**config.mk**
```make
export PLATFORM = sky130hd
export DESIGN_NAME = fan_mode_controller
export DESIGN_NICKNAME = d
export VERILOG_FILES = /design/src/rtl/fan_mode_controller.sv
export SDC_FILE = /design/constraint.sdc
export NUM_CORES = 1
export LEC_CHECK = 0
export CAP_MARGIN = 30
export CORE_ASPECT_RATIO = 1.25
export CORE_MARGIN = 2
export CORE_UTILIZATION = 44
export DETAILED_ROUTE_END_ITERATION = 12
export PLACE_DENSITY = 0.78
export SYNTH_ARGS = -nofsm -noshare
export SYNTH_HDL_FRONTEND = slang
export SYNTH_SLANG_ARGS = --single-unit
```
**constraint.sdc**
```tcl
create_clock -name i_clk -period 1.7 [get_ports i_clk]
set_input_delay 0.51 -clock i_clk [delete_from_list [all_inputs] [get_ports i_clk]]
set_output_delay 0.51 -clock i_clk [all_outputs]
set_load 0.02 [all_outputs]
```
**src/rtl/fan_mode_controller.sv**
```systemverilog
// fan_mode_controller
//
// Turns single-cycle debounced button pulses into fan behaviour. A mode FSM
// (OFF/LOW/MID/HIGH) selects the duty of a registered PWM output and drives
// the mode LEDs. With FAN_TIMER_EN defined, an auto-off countdown timer is
// added. Without it, the timer button is ignored and o_timer_remain is 0.
//
// Ports:
//   i_clk          system clock, rising edge
//   i_reset        synchronous active-high reset
//   i_btn_speed    pulse: advance speed OFF->LOW->MID->HIGH->LOW
//   i_btn_off      pulse: go OFF and clear the timer (has priority)
//   i_btn_timer    pulse: cycle timer preset 0->3->5->7->0 (FAN_TIMER_EN only)
//   o_pwm          registered PWM to the fan driver
//   o_mode         0=OFF 1=LOW 2=MID 3=HIGH
//   o_led          one-hot {HIGH,MID,LOW}, 3'b000 when OFF
//   o_timer_remain remaining timer units, 0 = timer inactive
//
// Optional feature macro: FAN_TIMER_EN
module fan_mode_controller #(
  parameter int PWM_PERIOD = 100,
  parameter int DUTY_LOW   = 30,
  parameter int DUTY_MID   = 60,
  parameter int DUTY_HIGH  = 90,
  parameter int TIMER_TICK = 100_000_000
) (
  input  logic       i_clk,
  input  logic       i_reset,
  input  logic       i_btn_speed,
  input  logic       i_btn_off,
  input  logic       i_btn_timer,
  output logic       o_pwm,
  output logic [1:0] o_mode,
  output logic [2:0] o_led,
  output logic [3:0] o_timer_remain
);

  typedef enum logic [1:0] {
    MODE_OFF  = 2'd0,
    MODE_LOW  = 2'd1,
    MODE_MID  = 2'd2,
    MODE_HIGH = 2'd3
  } mode_t;

  localparam int CNT_W  = (PWM_PERIOD > 1) ? $clog2(PWM_PERIOD) : 1;
  // One extra bit so a duty equal to the period still compares correctly.
  localparam int DUTY_W = CNT_W + 1;
  localparam logic [CNT_W-1:0] CNT_LAST = CNT_W'(PWM_PERIOD - 1);

  mode_t            mode;
  mode_t            next_mode;
  logic [CNT_W-1:0] pwm_cnt;
  logic             expire;

  function automatic logic [DUTY_W-1:0] duty_of(input mode_t m);
    case (m)
      MODE_LOW:  duty_of = DUTY_W'(DUTY_LOW);
      MODE_MID:  duty_of = DUTY_W'(DUTY_MID);
      MODE_HIGH: duty_of = DUTY_W'(DUTY_HIGH);
      default:   duty_of = {DUTY_W{1'b0}};
    endcase
  endfunction

  function automatic logic [2:0] led_of(input mode_t m);
    case (m)
      MODE_LOW:  led_of = 3'b001;
      MODE_MID:  led_of = 3'b010;
      MODE_HIGH: led_of = 3'b100;
      default:   led_of = 3'b000;
    endcase
  endfunction

`ifdef FAN_TIMER_EN
  localparam int TICK_W = (TIMER_TICK > 1) ? $clog2(TIMER_TICK) : 1;
  localparam logic [TICK_W-1:0] TICK_LAST = TICK_W'(TIMER_TICK - 1);

  logic [TICK_W-1:0] tick_cnt;
  logic [3:0]        preset;
  logic [3:0]        remain;
  logic              timer_press;

  function automatic logic [3:0] next_preset(input logic [3:0] p);
    case (p)
      4'd0:    next_preset = 4'd3;
      4'd3:    next_preset = 4'd5;
      4'd5:    next_preset = 4'd7;
      default: next_preset = 4'd0;
    endcase
  endfunction

  // Timer button only counts while the fan is running.
  assign timer_press = i_btn_timer && (mode != MODE_OFF);
  // Last unit elapsing: the fan is forced OFF on this same edge.
  assign expire = (remain == 4'd1) && (tick_cnt == TICK_LAST);
  assign o_timer_remain = remain;

  // Countdown timer: preset cycling, tick counting and expiry/off clearing.
  always_ff @(posedge i_clk) begin
    if (i_reset) begin
      tick_cnt <= {TICK_W{1'b0}};
      preset   <= 4'd0;
      remain   <= 4'd0;
    end else if (i_btn_off || expire) begin
      tick_cnt <= {TICK_W{1'b0}};
      preset   <= 4'd0;
      remain   <= 4'd0;
    end else if (timer_press) begin
      tick_cnt <= {TICK_W{1'b0}};
      preset   <= next_preset(preset);
      remain   <= next_preset(preset);
    end else if (remain != 4'd0) begin
      if (tick_cnt == TICK_LAST) begin
        tick_cnt <= {TICK_W{1'b0}};
        remain   <= remain - 4'd1;
      end else begin
        tick_cnt <= tick_cnt + TICK_W'(1);
      end
    end else begin
      tick_cnt <= {TICK_W{1'b0}};
    end
  end
`else
  logic unused_timer_btn;

  assign unused_timer_btn = i_btn_timer;
  assign expire           = 1'b0;
  assign o_timer_remain   = 4'd0;
`endif

  // Next mode: off and expiry dominate the speed button.
  always_comb begin
    next_mode = mode;
    if (i_btn_off || expire) begin
      next_mode = MODE_OFF;
    end else if (i_btn_speed) begin
      case (mode)
        MODE_OFF:  next_mode = MODE_LOW;
        MODE_LOW:  next_mode = MODE_MID;
        MODE_MID:  next_mode = MODE_HIGH;
        MODE_HIGH: next_mode = MODE_LOW;
        default:   next_mode = MODE_OFF;
      endcase
    end else begin
      next_mode = mode;
    end
  end

  // Mode register, decoded outputs, PWM counter and registered PWM compare.
  always_ff @(posedge i_clk) begin
    if (i_reset) begin
      mode    <= MODE_OFF;
      o_mode  <= 2'd0;
      o_led   <= 3'b000;
      o_pwm   <= 1'b0;
      pwm_cnt <= {CNT_W{1'b0}};
    end else begin
      mode   <= next_mode;
      // Outputs decode the next state so they change on the same edge as mode.
      o_mode <= next_mode;
      o_led  <= led_of(next_mode);
      o_pwm  <= ({1'b0, pwm_cnt} < duty_of(mode));
      // A mode change starts a fresh period; OFF holds the counter at 0.
      if ((next_mode != mode) || (mode == MODE_OFF)) begin
        pwm_cnt <= {CNT_W{1'b0}};
      end else if (pwm_cnt == CNT_LAST) begin
        pwm_cnt <= {CNT_W{1'b0}};
      end else begin
        pwm_cnt <= pwm_cnt + CNT_W'(1);
      end
    end
  end

endmodule

```
* Word level (Yosys, flattened, before mapping) *
Index checks and enable logic that the tools add are counted.
Widths: inputs -> output; s select.

word-level totals
  logic and storage cells = 24
  input bits = 5
  register bits after elaboration = 13
  output and inout port bits = 10

operators by class
  add/sub/neg operators = 1
  equal/unequal tests = 8
  $lt $le $gt $ge = 1
  reductions and logical operators = 4
  mux-type cells = 6

operator list
  kind                 number
  $pmux 7 s3           1
  $pmux 3 s3           1
  $eq 2x2->1 const B   4
  $lt 7x8->1           1
  $mux 8               1
  $add 7x1->7 const B  1
  $eq 7x7->1 const B   1
  $pmux 2 s3           1
  $eq 2x1->1 const B   2
  $mux 2               2
  $reduce_or 3->1      1
  $logic_not 2->1      1
  $ne 2x2->1           1
  $reduce_or 2->1      1
  $logic_or 1x1->1     1

* Depth between registers and ports, before layout *
  depth in word-level cells = 8
  mapped depth = 7
  gate-level depth less buffers = 7

* Worst setup path before layout *
OpenSTA, ideal clock, no wires.

  kind = reg2reg
  start point = register mode[0]
  end point = register o_pwm
  setup time = 0.058 ns
  clock period less this slack = 1.762 ns
  path buffers = 0
  arrival time = 1.704 ns
  required time = 1.642 ns
  stages on the path, launching flop included = 8
  setup slack = -0.062 ns
  cells stage by stage = dfxtp_1 -> inv_1 -> ha_1 -> inv_1 -> ha_1 -> a21o_1 -> a21oi_1 -> o21a_1

between the ends
  word-level cells in the longest chain between the ends = 4
  elaborated cells between the ends (all ways) = 6
  classes of those cells = 1 x order compare; 3 x eq/ne; 2 x mux

RTL lines
  element                                   line  RTL
  from (decl)                               50    mode_t mode;
  from (signal assigned)                    157   mode <= next_mode;
  $eq 2x2->1 or $eq 2x1->1 (tied branches)  56    case (m)
  $pmux 7 s3 *                              56
  $mux 8 *                                  150   if (i_reset) begin
  $lt 7x8->1 *                              161   o_pwm <= ({1'b0, pwm_cnt} < duty_of(mode));
  to (signal assigned)                      161
  to (decl)                                 32    output logic o_pwm,

Every way passes the cells marked *; elsewhere a longest branch is shown, timed or not. The select of a mux whose other input is x is not followed.
A chain may end at the register's enable or synchronous reset.

* Final worst setup path *
Ends and elaborated chain as after synthesis.

==> run_results.csv <==
group,metric,value,unit
status,outcome,"complete, no violations",
sta,fin_crit_sh,93.0,%
setup_path,cpMaxStageDelayCell,"dfxtp_4",
clocking,cts_tree,"built",
synthesis,synth_cells,77,
drt,post_drt_wl_per_cell,11.4,µm
power,power.density,678,nW/µm²
die,die_x,40.3,µm
drt,num_vias,557,
clocking,htreeDepth,1,
cells_and_area,nFillCells,151,
sta,setup_viol,0,
synthesis,mappedNetlistArea,726,µm²
global_route,overflow,0,
synthesis,ys_seq_area_share,35.9,%
place,dp_hpwl,994,µm
clocking,cts-root-buf,"clkbuf_4",
place,finalWeightedCongestion,0.774,
sta,fmax,633,MHz
cells_and_area,area_delta_synth_final,20.9,%
global_route,grt_util_all_layers,15.4,%
synthesis,synth_top_area_share,35.9,%
power,ir_worst_vdd,407,µV
cells_and_area,antenna_cells,0,
power,p_leak,0.393,nW
setup_path,cp_num_buf_inv,2,
global_route,grt_max_degree,8,
clocking,cts_buffer_depth,2,
clocking,cts.sinks,13,
setup_path,cp.required,1.93,ns
drt,antenna_left,0,
synthesis,synthTopCellsByCount,"dfxtp_1, ha_1, nor3_1, nor2_1",
synthesis,synthTopCellsByArea,"dfxtp_1, ha_1, nor3_1",
place,port_buffers,9,
die,fp.dieArea,1990,µm²
cells_and_area,multi_input_area,428,µm²
die,coreArea,1560,µm²
sta,period_minus_slack,1.58,ns
setup_path,cp-end-kind,"register",
cells_and_area,drive_above_1_share,10.8,%
setup_path,cp_max_fo,7,
global_route,grt_antenna_before_repair,0,
synthesis,synth_most_common_cell,"dfxtp_1",
worst_hold_path,hold_end,"pwm_cnt[0]",
setup_path,worst-r2r-setup-slack,0.12,ns
drt,totalWireLength,1.26,mm
flow_run,maxCapViolCount,0,
sta,rsz0062_at_grt,"false",
synthesis,synth_top_cell_by_area,"dfxtp_1",
sta,drv_slew,0,
clocking,clk_pin_slew,0.08,ns
setup_path,r2r_cells,7,
synthesis,ys_seq_elements,13,
cells_and_area,postLayoutCoreUtil,56.2,%
drt,drc_errors,0,
setup_path,worst_ep_arrival_time,1.81,ns
sta,final-hold-violation-count,0,
setup_path,slowest_delay,0.39,ns
worst_hold_path,holdCritPathClass,"reg -> reg",
synthesis,async_flop_share,0,%
setup_path,critPathKind,"reg -> reg",
worst_hold_path,hp-start,"pwm_cnt[0]",
cells_and_area,fin_nets,109,
synthesis,synth_edf_count,0,
global_route,grt_pass1_vias,540,
die,ios,15,
drt,drt_first_pass_iters,4,
setup_path,r2r_end,"o_pwm",
setup_path,worstReg2RegStart,"mode[0]",
cells_and_area,ff_latch_area,265,µm²
worst_hold_path,hold_depth,1,
clocking,clk_latency,0.28,ns
die,rows,16,
clocking,cts_inserted_buffers,3,
setup_path,start_kind,"register",
synthesis,synth_warnings,0,
die,start_util,46.5,%
synthesis,ys_types,24,
drt,drt-initial-drc-count,6,
setup_path,critical-path-top-delay-family,"adder cells",
setup_path,path_cells,"inv_1 > ha_1 > inv_1 > ha_1 > a21o_1 > a21oi_1 > o21a_1",
drt,via_per_inst,5.02,
synthesis,avgSynthCellArea,9.42,µm²
die,die_h,49.4,µm
synthesis,ys.flop_type,"dfxtp_1",
place,placed_cells,106,
sta,clock_skew,0.00965,ns
global_route,grt_pass1_wl,2.13,mm
cells_and_area,fin_cells,111,
report_power, final:
group,total [mW],internal (mW),switching [mW]
sequential,0.314,0.310,0.00417
combinational,0.0894,0.0396,0.0498
clock,0.191,0.0909,0.100
timing repair:
action	4_1_cts	5_1_grt
pin swaps	1	0
setup buffers	1	0
setup endpoints to repair	9	5
resized for setup	5	3
endpoints found under the hold margin	0	0
hold buffers	0	0
registers in the layout, indices dropped and copies added (netlist names):
register  flops
o_led         3
mode          2
pwm_cnt       7
o_pwm         1
placed cells by master (no fill, tap or decap), types with 2 or more instances in the layout:
cell and instances:
dfxtp_1 11, ha_1 10, nor3_1 7, nor2_1 6
inv_1 5, nand3_1 5, dlygate4sd2_1 5, conb_1 4
buf_4 4, nand2_1 3, a21o_1 3, xnor2_1 3
clkbuf_4 3, clkdlybuf4s50_1 3, a21oi_1 2, nor3b_1 2
xor2_1 2, o21a_1 2
final cells by class:
type	count	area share, %
timing repair buffer	13	13.3
tap	18	2.57
multi-input combinational	58	48.8
sequential	13	30.2
clock buffer	4	3.00
inverter	5	2.14
cells by family after synthesis:
group | count (synthesis) | share of synthesized area [%]
xor gates and xnor gates | 5 | 6.04
other | 1 | 0.517
muxes | 1 | 1.38
AOI/OAI and AO/OA | 11 | 13.4
DFF | 13 | 35.9
and+or+nand+nor | 27 | 18.8
buffers and inverters | 9 | 6.72
adders and majority gates | 10 | 17.2
per-stage QoR:
| step | TNS [ns] | setup slack [ns] | power [mW] | instance area (µm²) | hold WS [ns] |
|---|---|---|---|---|---|
| finish | 0 | 0.120 | 0.595 | 877 | 0.490 |
| global route | 0 | 0.0123 | 0.626 | 877 | 0.511 |
| CTS | 0 | 0.00509 | 0.606 | 871 | 0.492 |
| detailed placement | -1.63 | -0.237 | 0.413 | 843 | 0.487 |
| global placement | -1.45 | -0.211 | 0.411 | 843 | 0.472 |
| floorplan | 0 | 0.0276 | 0.384 | 738 | 0.457 |
worst max-delay path by stage:
stage	from	endpoint	depth (start not counted)
after detailed placement	i_btn_off	pwm_cnt[4]	5
final	mode[0]	o_pwm	7
after floorplan	mode[1]	o_pwm	7
after global placement	i_btn_off	pwm_cnt[2]	5
after global routing	mode[0]	o_pwm	7
after CTS	o_pwm	o_pwm	1
layer usage:
| metal | routed length, µm | track usage, % | share of wire [%] |
|---|---|---|---|
| met5 | 0 | 0 | 0 |
| met4 | 8 | 8.33 | 0.63 |
| met3 | 37 | 4.11 | 2.9 |
| met2 | 659 | 24.6 | 52 |
| met1 | 554 | 17.4 | 44 |
(Power assumes the default switching activity.)
